$ cat src/rtl/mips_ctrl_pkg.sv
// mips_ctrl_pkg: shared opcodes, ALUOp codes, sequencer states and ID/EX control bundle
package mips_ctrl_pkg;
  localparam logic [5:0] OP_RTYPE = 6'b000000;
  localparam logic [5:0] OP_LW    = 6'b100011;
  localparam logic [5:0] OP_SW    = 6'b101011;
  localparam logic [5:0] OP_BEQ   = 6'b000100;
  localparam logic [5:0] OP_ADDI  = 6'b001000;
  localparam logic [5:0] OP_ANDI  = 6'b001100;
  localparam logic [5:0] OP_ORI   = 6'b001101;
  localparam logic [5:0] OP_SLTI  = 6'b001010;
  localparam logic [5:0] FN_MULT  = 6'b011000;
  localparam logic [2:0] ALU_ADD  = 3'b000;
  localparam logic [2:0] ALU_SUB  = 3'b001;
  localparam logic [2:0] ALU_RFN  = 3'b010;
  localparam logic [2:0] ALU_AND  = 3'b011;
  localparam logic [2:0] ALU_OR   = 3'b100;
  localparam logic [2:0] ALU_SLT  = 3'b101;
  typedef enum logic [1:0] {IDLE, MUL, WB} mulState_t;
  typedef struct packed {
    logic       regDst;
    logic       aluSrc;
    logic       memtoReg;
    logic       regWrite;
    logic       memRead;
    logic       memWrite;
    logic       branch;
    logic [2:0] aluOp;
  } ctrl_t;
  localparam ctrl_t CTRL_NOP = '0;
endpackage

$ cat src/rtl/mul_sequencer.sv
// mul_sequencer: Booth multiply sequencer (IDLE -> MUL -> WB) driving start, HI/LO write, abort and front-end stall
//   accept     : MULT accepted in ID this cycle
//   flush      : branch kill; aborts a running multiply
//   mul_start  : registered one-cycle start pulse
//   hilo_write : HI/LO write enable in WB, masked by a same-cycle flush
//   mul_abort  : registered one-cycle pulse when a running multiply is killed
//   pipe_stall : high whenever the sequencer is busy
module mul_sequencer
  import mips_ctrl_pkg::*;
#(
  parameter int DATA_W = 32,
  parameter int RADIX4 = 0
) (
  input  logic clk,
  input  logic rst_n,
  input  logic accept,
  input  logic flush,
  output logic mul_start,
  output logic hilo_write,
  output logic mul_abort,
  output logic pipe_stall
);
  localparam int MUL_CYCLES = (RADIX4 != 0) ? DATA_W / 2 : DATA_W;
  localparam int CW = $clog2(DATA_W + 1);
  mulState_t state, stateNext;
  logic [CW-1:0] count, countNext;
  always_ff @(posedge clk or negedge rst_n)
    if (!rst_n) begin
      state     <= IDLE;
      count     <= '0;
      mul_start <= 1'b0;
      mul_abort <= 1'b0;
    end else begin
      state     <= stateNext;
      count     <= countNext;
      mul_start <= accept && state == IDLE;
      mul_abort <= flush && state != IDLE;
    end
  always_comb begin
    stateNext = state;
    countNext = count;
    case (state)
      IDLE: if (accept) begin
        stateNext = MUL;
        countNext = CW'(MUL_CYCLES - 1);
      end
      MUL: if (flush) begin
        stateNext = IDLE;
        countNext = '0;
      end else if (count == '0) stateNext = WB;
      else countNext = count - CW'(1);
      default: stateNext = IDLE;
    endcase
  end
  assign pipe_stall = state != IDLE;
  // a flush landing in WB kills the write in that same cycle
  assign hilo_write = state == WB && !flush;
endmodule

$ cat src/rtl/pipe_control_unit.sv
// pipe_control_unit: registered MIPS ID/EX decoder with bubble insertion and MULT sequencing
//   instr_valid/opcode/funct : instruction in ID
//   stall_in                 : load-use hazard bubble request
//   flush                    : branch taken in EX, kills ID
//   RegDst..Branch, ALUOp    : registered ID/EX controls
//   mul_start/hilo_write/mul_abort/pipe_stall : multiplier sequencing
//   illegal_op               : registered pulse for an undefined, non-bubbled opcode
module pipe_control_unit
  import mips_ctrl_pkg::*;
#(
  parameter int DATA_W = 32,
  parameter int RADIX4 = 0
) (
  input  logic       clk,
  input  logic       rst_n,
  input  logic       instr_valid,
  input  logic [5:0] opcode,
  input  logic [5:0] funct,
  input  logic       stall_in,
  input  logic       flush,
  output logic       RegDst,
  output logic       ALUSrc,
  output logic       MemtoReg,
  output logic       RegWrite,
  output logic       MemRead,
  output logic       MemWrite,
  output logic       Branch,
  output logic [2:0] ALUOp,
  output logic       mul_start,
  output logic       hilo_write,
  output logic       mul_abort,
  output logic       pipe_stall,
  output logic       illegal_op
);
  ctrl_t dec, ctrlQ;
  logic decIllegal, bubble, accept;
  always_comb begin
    dec = CTRL_NOP;
    decIllegal = 1'b0;
    case (opcode)
      OP_RTYPE: if (funct != FN_MULT) begin
        dec.regDst = 1'b1;
        dec.regWrite = 1'b1;
        dec.aluOp = ALU_RFN;
      end
      OP_LW: begin
        dec.aluSrc = 1'b1;
        dec.memtoReg = 1'b1;
        dec.regWrite = 1'b1;
        dec.memRead = 1'b1;
        dec.aluOp = ALU_ADD;
      end
      OP_SW: begin
        dec.aluSrc = 1'b1;
        dec.memWrite = 1'b1;
        dec.aluOp = ALU_ADD;
      end
      OP_BEQ: begin
        dec.branch = 1'b1;
        dec.aluOp = ALU_SUB;
      end
      OP_ADDI, OP_ANDI, OP_ORI, OP_SLTI: begin
        dec.aluSrc = 1'b1;
        dec.regWrite = 1'b1;
        dec.aluOp = opcode == OP_ADDI ? ALU_ADD : opcode == OP_ANDI ? ALU_AND : opcode == OP_ORI ? ALU_OR : ALU_SLT;
      end
      default: decIllegal = 1'b1;
    endcase
  end
  // any bubble source zeroes the bundle, so priority only matters inside the sequencer
  assign bubble = !instr_valid || flush || stall_in || pipe_stall;
  assign accept = !bubble && opcode == OP_RTYPE && funct == FN_MULT;
  always_ff @(posedge clk or negedge rst_n)
    if (!rst_n) begin
      ctrlQ      <= CTRL_NOP;
      illegal_op <= 1'b0;
    end else begin
      ctrlQ      <= bubble ? CTRL_NOP : dec;
      illegal_op <= !bubble && decIllegal;
    end
  assign {RegDst, ALUSrc, MemtoReg, RegWrite, MemRead, MemWrite, Branch, ALUOp} = ctrlQ;
  mul_sequencer #(.DATA_W(DATA_W), .RADIX4(RADIX4)) u_seq (
    .clk(clk),
    .rst_n(rst_n),
    .accept(accept),
    .flush(flush),
    .mul_start(mul_start),
    .hilo_write(hilo_write),
    .mul_abort(mul_abort),
    .pipe_stall(pipe_stall)
  );
endmodule

$ cat config.mk
export PLATFORM = sky130hd
export DESIGN_NAME = pipe_control_unit
export DESIGN_NICKNAME = d
export VERILOG_FILES = /design/src/rtl/mips_ctrl_pkg.sv /design/src/rtl/mul_sequencer.sv /design/src/rtl/pipe_control_unit.sv
export SDC_FILE = /design/constraint.sdc
export NUM_CORES = 1
export LEC_CHECK = 0
export BUFFER_PORTS_ARGS = -buffer_cell sky130_fd_sc_hd__buf_2
export CORE_MARGIN = 5
export CORE_UTILIZATION = 42
export DETAILED_ROUTE_END_ITERATION = 6
export PLACE_DENSITY_LB_ADDON = 0.3
export SYNTH_ARGS = -nofsm -noshare
export SYNTH_HDL_FRONTEND = slang
export SYNTH_SLANG_ARGS = --single-unit
$ cat constraint.sdc
create_clock -name clk -period 1.6 [get_ports clk]
set_input_delay 0.24 -clock clk [delete_from_list [all_inputs] [get_ports clk]]
set_output_delay 0.24 -clock clk [all_outputs]
set_load 0.01 [all_outputs]
== After elaboration in Yosys (flattened, before gate mapping) ==
Index checks and enable logic that the tools add are counted.
Operators by class
  $lt $le $gt $ge: 0
  reductions and logical operators: 23
  multipliers: 0
  mux-type cells: 22
  bitwise operators: 0
  eq/ne operators: 14
  div/mod/pow operators: 0
  add/sub/neg operators: 1
  shift operators: 0
Operators with widths (number)
  6-bit by 4-bit equality test with 1-bit output (second input constant): 4
  6-bit 2-to-1 mux: 3
  6-bit equality test (second input constant): 2
  6-bit zero test: 2
  6-bit one-hot mux with 2 select lines: 1
  10-bit 2-to-1 mux: 1
  3-bit one-hot mux with 3 select lines: 1
  1-bit 2-to-1 mux: 8
  2-bit 2-to-1 mux: 4
  8-bit OR reduction: 1
  6-bit by 3-bit equality test with 1-bit output (second input constant): 1
  6-bit by 5-bit equality test with 1-bit output (second input constant): 1
  1-bit logical AND: 6
  3-bit 2-to-1 mux: 2
  6-bit by 5-bit inequality test with 1-bit output (second input constant): 1
  6-bit OR reduction: 1
  6-bit by 1-bit subtractor with 6-bit output (second input constant): 1
  5-bit OR reduction: 1
  2-bit one-hot mux with 2 select lines: 1
  2-bit nonzero test: 2
  4-bit OR reduction: 1
  1-bit zero test: 3
  1-bit logical OR: 3
  3-bit by 2-bit inequality test with 1-bit output (second input constant): 1
  8 further kinds: 8
Storage, ports and cells
  RAM bits: 0
  ROM bits: 0
  bits in latches: 0
  bits in registers: 21
  memories kept: 0

== Logic depth before layout (Yosys ltp) ==
Gate-level depths: netlist of the first run.
  depth after elaboration: 9
  depth in mapped cells: 7
  depth with buffers taken out: 7

== By module ==
A second synthesis of the first run with hierarchy kept.
Unflattened totals
  cell total of the unflattened synthesis: 103
  area total of the unflattened synthesis: 1051.0 sq um
By module, submodules not included
  mul_sequencer: cells each 55, area an instance 545.5 sq um, instances 1
  pipe_control_unit: cells each 48, area an instance 505.5 sq um, instances 1

== Worst setup path before layout of the first run ==
OpenSTA, ideal clock, no wires.
  path kind: input to register
  start: input port opcode[4]
  end: register ctrlQ, in the netlist ALUOp[1]
  stages on the path: 5
  required time: 1.520 ns
  arrival time: 1.532 ns
  slack: -0.012 ns
  cells stage by stage: or4b_4 -> or2_1 -> buf_6 -> or3_4 -> nor3_2
Between the ends
  word-level cells in the longest chain between the ends: 5
RTL lines
  start, declared: RTL line pipe_control_unit.sv:17  | input logic [5:0] opcode,
  6-bit by 4-bit equality test with 1-bit output: RTL line pipe_control_unit.sv:40, pipe_control_unit.sv:65
  3-bit 2-to-1 mux (2 in series): RTL line pipe_control_unit.sv:65  | dec.aluOp = opcode == OP_ADDI ? ALU_ADD : opcode == OP_ANDI ? ALU_AND : opcode == OP_ORI ? ALU_OR : ALU_SLT;
  3-bit one-hot mux with 3 select lines (*): RTL line pipe_control_unit.sv:40  | case (opcode)
  10-bit 2-to-1 mux (*): RTL line pipe_control_unit.sv:78  | ctrlQ <= bubble ? CTRL_NOP : dec;
  end signal, assigned: RTL line pipe_control_unit.sv:78
  end, declared: RTL line pipe_control_unit.sv:35  | ctrl_t dec, ctrlQ;
Every way passes the cells marked *; elsewhere a longest branch is shown, timed or not.
A chain may end at the register's enable or synchronous reset.

== Worst setup path after layout of the first run ==
  start: register u_seq.count[0]
  end: register u_seq.count[4]
Between the ends
  word-level cells in the longest chain between the ends: 4
RTL lines
  start, declared: RTL line mul_sequencer.sv:26  | logic [CW-1:0] count, countNext;
  start signal, assigned: RTL line mul_sequencer.sv:35  | count <= countNext;
  6-bit by 1-bit subtractor with 6-bit output: RTL line mul_sequencer.sv:51  | else countNext = count - CW'(1);
  6-bit 2-to-1 mux: RTL line mul_sequencer.sv:50  | end else if (count == '0) stateNext = WB;
  6-bit 2-to-1 mux: RTL line mul_sequencer.sv:47  | MUL: if (flush) begin
  6-bit one-hot mux with 2 select lines: RTL line mul_sequencer.sv:42  | case (state)
Parallel ways exist; a longest one is shown, timed or not. The select of a mux whose other input is x is not followed.

==> results.cfg, run 1 <==
[run_status]
outcome = finished clean

[synth]
dominantRegCellSynth = dfrtp_1
syn_avg_cell_area_sq_um = 9.703
ys_seq_area_share_pct = 48.66
post_synth_inst_count = 106
synthArstFlopShare_pct = 100.0
synth_top_area_share_pct = 48.66
yosys_warnings = 0
synth_common_cells = 20 x dfrtp_1, 9 x a21oi_1, 9 x nor3_1
synth.area.top_cells = dfrtp_1 49%, a21oi_1 4.4%, nor3_1 4.4%
synth.most_common_cell = dfrtp_1
synth-edff-count = 0
yosys.area.top_type = dfrtp_1
syn_nets = 125
synthesis.area_sq_mm = 0.001028
ys_ff_latch = 20
yosysUniqueCellTypes = 37

[drt]
via_per_inst = 5.323
drtAntennaViolNets = 0
routed_wl_mm = 2.572
vias = 990
wl_per_cell_um = 13.83
dr.pass1.iters = 4
drt-initial-drc-count = 16
drc = 0

[grt]
gr-usage-all-layers_pct = 14.44
busiest_layer = met2
grt_use_met3_pct = 3.704
grt_use_met2_pct = 25.59
grt_pass1_vias = 947
antenna_found_initial = 0
met1_usage_pct = 15.89
grt-ovfl-total = 0
grt_pass1_wl_mm = 3.919
grt_max_degree = 21

[worst_setup_path]
required_ps = 1800
cp_max_fo = 3
cp_slowest_cell = dfrtp_1
startpoint_type = flip-flop
critPathCaptureType = flip-flop
r2r_slack_ps = 70
slowest_delay_ps = 420
critical_path_class = flip-flop to flip-flop
arrival_ps = 1730
crit_path_cell_trace = inv_2 -> ha_4 -> nor2b_4 -> and2_4 -> nor3_1 -> or2_1 -> a31o_1

[floorplanning]
core_sq_mm = 0.002410
ioPinCount = 32
die_height_um = 59.49
die_area_sq_mm = 0.003538
fp-row-count = 18
initial_utilization_pct = 42.68
dieWidth_um = 59.49

[clocking]
path_clk_slew_ps = 120
htreeDepth = 1
cts_tree = yes
clock_path_buffers = 2
clkSinkCount = 20
clk_root_buffer_cell = clkbuf_4
cts_made_buffers = 3
clock_latency_ps = 300

[pwr]
power_leakage_nw = 0.7294
power_density_mw_per_mm2 = 753.3
ir_drop_v = 0.0005665

[sta]
fmax_mhz = 652.1
finalSetupTns_ps = 0
worst_pin_slew_ps = 443.7
fin_skew_ps = 3.725
finalCritPeriodShare_pct = 95.84
setup_viol = 0
finalHoldViolations = 0
relSlewSlack_pct = 70.42
whs_ps = 218.0
finalMaxSlewViolations = 0
fin_crit_ps = 1533

[finish]
diodes = 0
final_cells = 186
stdcell_area_sq_mm = 0.001476
syn2layout_area_growth_pct = 43.55
nFillCells = 210
drive_above_1_share_pct = 48.08
nNetsFinal = 176
fin_util_pct = 61.27

[placement]
port_buffers = 31
place_area_sq_mm = 0.001319
place_congestion = 0.9624
placed_cells = 179
dpl.hpwl_mm = 1.926

[flow_run]
cap_violations = 0

[hold_path]
hp-class = input port to flip-flop
## layout by cell type (no fill, tap or decap), types with 2 or more instances in the layout
cell      Yosys  routed
clkbuf_4      0       3
nor3b_1       2       2
o21bai_1      2       2
or2_1         2       2
inv_1         5       3
nor2_1        7       7
nand3_1       4       3
a21oi_1       9       8
dfrtp_1      20      20
nand2_1       5       4
o21ai_0       4       4
nor3_2        1       2
a21oi_2       1       2
nor4_1        3       2
inv_2         1       3
or2_2         2       2
buf_2         0      31
nand2b_1      4       4
nor3_1        9       7
nor4_4        0       2
buf_4         1      18
## worst max-delay path, delay by kind of cell, from the launching register on
kind                       cells  cell delay [ps]
and+or+nand+nor                4              600
AOI/OAI and AO/OA              1              210
buffers and inverters          1               90
adders and majority gates      1              120
DFF                            1              420
## registers in the layout, indices dropped and copies added, names as in the netlist
| register | cells |
|---|---|
| RegWrite | 1 |
| u_seq.mul_start | 1 |
| RegDst | 1 |
| MemWrite | 1 |
| u_seq.state | 2 |
| ALUOp | 3 |
| u_seq.mul_abort | 1 |
| u_seq.count | 6 |
| Branch | 1 |
| ALUSrc | 1 |
| illegal_op | 1 |
| MemRead | 1 |
## logic make-up after synthesis
kind of cell | synth area share [%]
buffers and inverters | 5.109
and+or+nand+nor | 28.83
AOI/OAI and AO/OA | 14.96
adders and majority gates | 2.433
DFF | 48.66
## through the flow
stage | total power [mW] | worst slack, ps
2_1_floorplan | 0.6043 | -12.28
5_1_grt | 1.162 | -19.32
4_1_cts | 1.088 | 6.886
3_3_place_gp | 0.6706 | -112.6
6_report | 1.112 | 66.54
3_5_place_dp | 0.6763 | -127.9
## where the power goes
group          internal, mW  switching (mW)  total (mW)
Sequential            0.517          0.0130       0.530
Combinational        0.0840          0.0895       0.174
Clock                 0.253           0.156       0.409
Total                 0.854           0.258        1.11
## layer usage
layer  vias up  share of wire (%)
li1        478                  -
met1       477                 36
met2        27                 56
met3         8                5.8
met4         0                2.7
met5         -                  0
## final timing paths
check	start	end	cells after the start
hold / removal	opcode[1]	ALUOp[1]	3
max in group asynchronous	rst_n	u_seq.count[4]	2
min in group asynchronous	rst_n	ALUOp[1]	2
setup reg to reg	u_seq.count[0]	u_seq.count[4]	7
setup / recovery	u_seq.count[0]	u_seq.count[4]	7
hold reg to reg	u_seq.count[3]	u_seq.count[3]	2
## final cells by class
cell class	instances	area (sq um)	share of cell area, %
Clock inverter	1	30.03	2.034
Timing Repair Buffer	51	311.5	21.10
Sequential cell	20	500.5	33.90
Multi-Input combinational cell	75	551.8	37.37
Tap cell	30	37.54	2.542
Clock buffer	3	22.52	1.525
Inverter	6	22.52	1.525
## timing repair
action                     4_1_cts  5_1_grt
hold buffers                     1        0
cloned                           0        0
pin swaps                        0        6
buffers inserted                 1        1
gates resized for setup          0       18
setup endpoints to repair        1        7
hold endpoints to repair        20        0
No activity file was read; power rests on OpenSTA's default activity.
==> inputs of run 2 (changes only) <==
--- a/config.mk
+++ b/config.mk
@@ -6,8 +6,10 @@
 export NUM_CORES = 1
 export LEC_CHECK = 0
 export BUFFER_PORTS_ARGS = -buffer_cell sky130_fd_sc_hd__buf_2
+export CELL_PAD_IN_SITES_DETAIL_PLACEMENT = 1
+export CELL_PAD_IN_SITES_GLOBAL_PLACEMENT = 2
 export CORE_MARGIN = 5
-export CORE_UTILIZATION = 42
+export CORE_UTILIZATION = 26
 export DETAILED_ROUTE_END_ITERATION = 6
 export PLACE_DENSITY_LB_ADDON = 0.3
 export SYNTH_ARGS = -nofsm -noshare
==> results.cfg, run 2 (synthesis gave the netlist of run 1 again) <==
[flow_run]
cap_violations = 0

[placement]
dpl.hpwl_mm = 2.246
placed_cells = 198
place_congestion = 0.8377
port_buffers = 31
place_area_sq_mm = 0.001349
place_worst_setup_slack_ps = -190.5

[sta]
finalHoldViolations = 0
fmax_mhz = 651.6
fin_skew_ps = 5.456
worst_pin_slew_ps = 461.6
finalCritPeriodShare_pct = 95.92
relSlewSlack_pct = 69.23
fin_crit_ps = 1535
fin_ws_ps = 65.27
finalMaxSlewViolations = 0
whs_ps = 274.8
setup_viol = 0

[floorplanning]
fp-row-count = 22
initial_utilization_pct = 27.47
ioPinCount = 32
core_sq_mm = 0.003744
dieWidth_um = 72.90
die_height_um = 72.90
die_area_sq_mm = 0.005314

[finish]
syn2layout_area_growth_pct = 45.99
largest_register = u_seq.count
drive_above_1_share_pct = 46.88
nNetsFinal = 180
largest_reg_flops = 6
diodes = 0
layout_commonest_cell = buf_2
final_cells = 208
final_cell_mix = 31 x buf_2, 22 x buf_4, 20 x dfrtp_1
stdcell_area_sq_mm = 0.001501

[drt]
drtAntennaViolNets = 0
dr.pass1.iters = 4
drc = 0
vias = 977
drt-initial-drc-count = 33
routed_wl_mm = 2.956
via_per_inst = 4.697
wl_per_cell_um = 14.21

[pwr]
power_density_mw_per_mm2 = 730.5
pwr-share-comb_pct = 16.0
p_int_uw = 822.6
power_leakage_nw = 0.7488
p_total_mw = 1.097
swShare_pct = 25.00
switchingPower_uw = 274.2
power.clock.fraction_pct = 35.8
ir_drop_v = 0.0002753
seq_power_share_pct = 48.2

[clocking]
htreeDepth = 1
path_clk_slew_ps = 80
clkSinkCount = 20
cts_tree = yes
clock_path_buffers = 2
clock_latency_ps = 260
cts_made_buffers = 3
clk_root_buffer_cell = clkbuf_8

[worst_setup_path]
critPathCaptureType = flip-flop
startpoint_type = flip-flop
arrival_ps = 1690
r2r_cells = 7
critical_path_class = flip-flop to flip-flop
required_ps = 1750
cp_max_fo = 3

[grt]
antenna_found_initial = 0
grt_pass1_wl_mm = 4.864
gr-usage-all-layers_pct = 11.93
grt_pass1_vias = 1027
grt-ovfl-total = 0
grt_max_degree = 21

[hold_path]
hp-class = input port to flip-flop
worstHoldPathCells = 3

[run_status]
outcome = finished clean
## run 2: per-layer routing
| layer | wire length (um) | up-vias | track usage, % |
|---|---|---|---|
| met1 | 1368 | 468 | 15.96 |
| met2 | 1417 | 19 | 18.54 |
| li1 | - | 486 | - |
| met3 | 132 | 4 | 2.617 |
| met4 | 38 | 0 | 4.918 |
| met5 | 0 | - | 0 |
## run 2: path summary, 6_finish.rpt
| check | to | startpoint | slack, ps |
|---|---|---|---|
| worst max-delay path | u_seq.count[4] | u_seq.count[0] | 70 |
| worst min-delay path | ALUOp[1] | opcode[1] | 270 |
| worst max register to register | u_seq.count[4] | u_seq.count[0] | 70 |
| worst min register to register | u_seq.count[3] | u_seq.count[3] | 580 |
| max in group asynchronous | Branch | rst_n | 810 |
| min in group asynchronous | u_seq.count[5] | rst_n | 470 |
## run 2: area by class of cell
type	count	area (sq um)
clock buffers	4	55.05
fillers	456	2242
inverters	6	25.02
multi-input cells	75	519.2
flip-flops and latches	20	500.5
well taps	48	60.06
repair buffers	55	341.6
## run 2: stage by stage
step / setup TNS (ps) / utilization [%]
after floorplan: -19.30 / -
after global placement: -509.1 / 36.03
after detailed placement: -767.3 / 36.03
after CTS: -6.687 / 38.40
after global routing: -11.96 / 40.11
final: 0 / 40.11
## run 2: power by group through the flow
| stage | clock network [mW] | registers [mW] | logic (mW) |
|---|---|---|---|
| 2_1_floorplan | 0 | 0.535 | 0.0694 |
| 3_3_place_gp | 0 | 0.536 | 0.142 |
| 3_5_place_dp | 0 | 0.536 | 0.145 |
| 4_1_cts | 0.405 | 0.526 | 0.149 |
| 5_1_grt | 0.416 | 0.531 | 0.196 |
| 6_report | 0.392 | 0.529 | 0.176 |
## run 2: worst max-delay path, stage by stage, from the launching register on
cell     delay [ps]
dfrtp_1         410
inv_2            90
ha_4            130
nor2b_4         130
and2_4          150
nor3_1           60
or2_1           260
a31o_1          210
## run 2: what timing repair did
| action | CTS | global route |
|---|---|---|
| hold buffers | 1 | 0 |
| setup buffers | 2 | 3 |
| pin swaps | 0 | 5 |
| endpoints found under the hold margin | 20 | 0 |
| cloned | 0 | 0 |
| gates resized for setup | 1 | 12 |
| endpoints found under the setup margin | 4 | 7 |
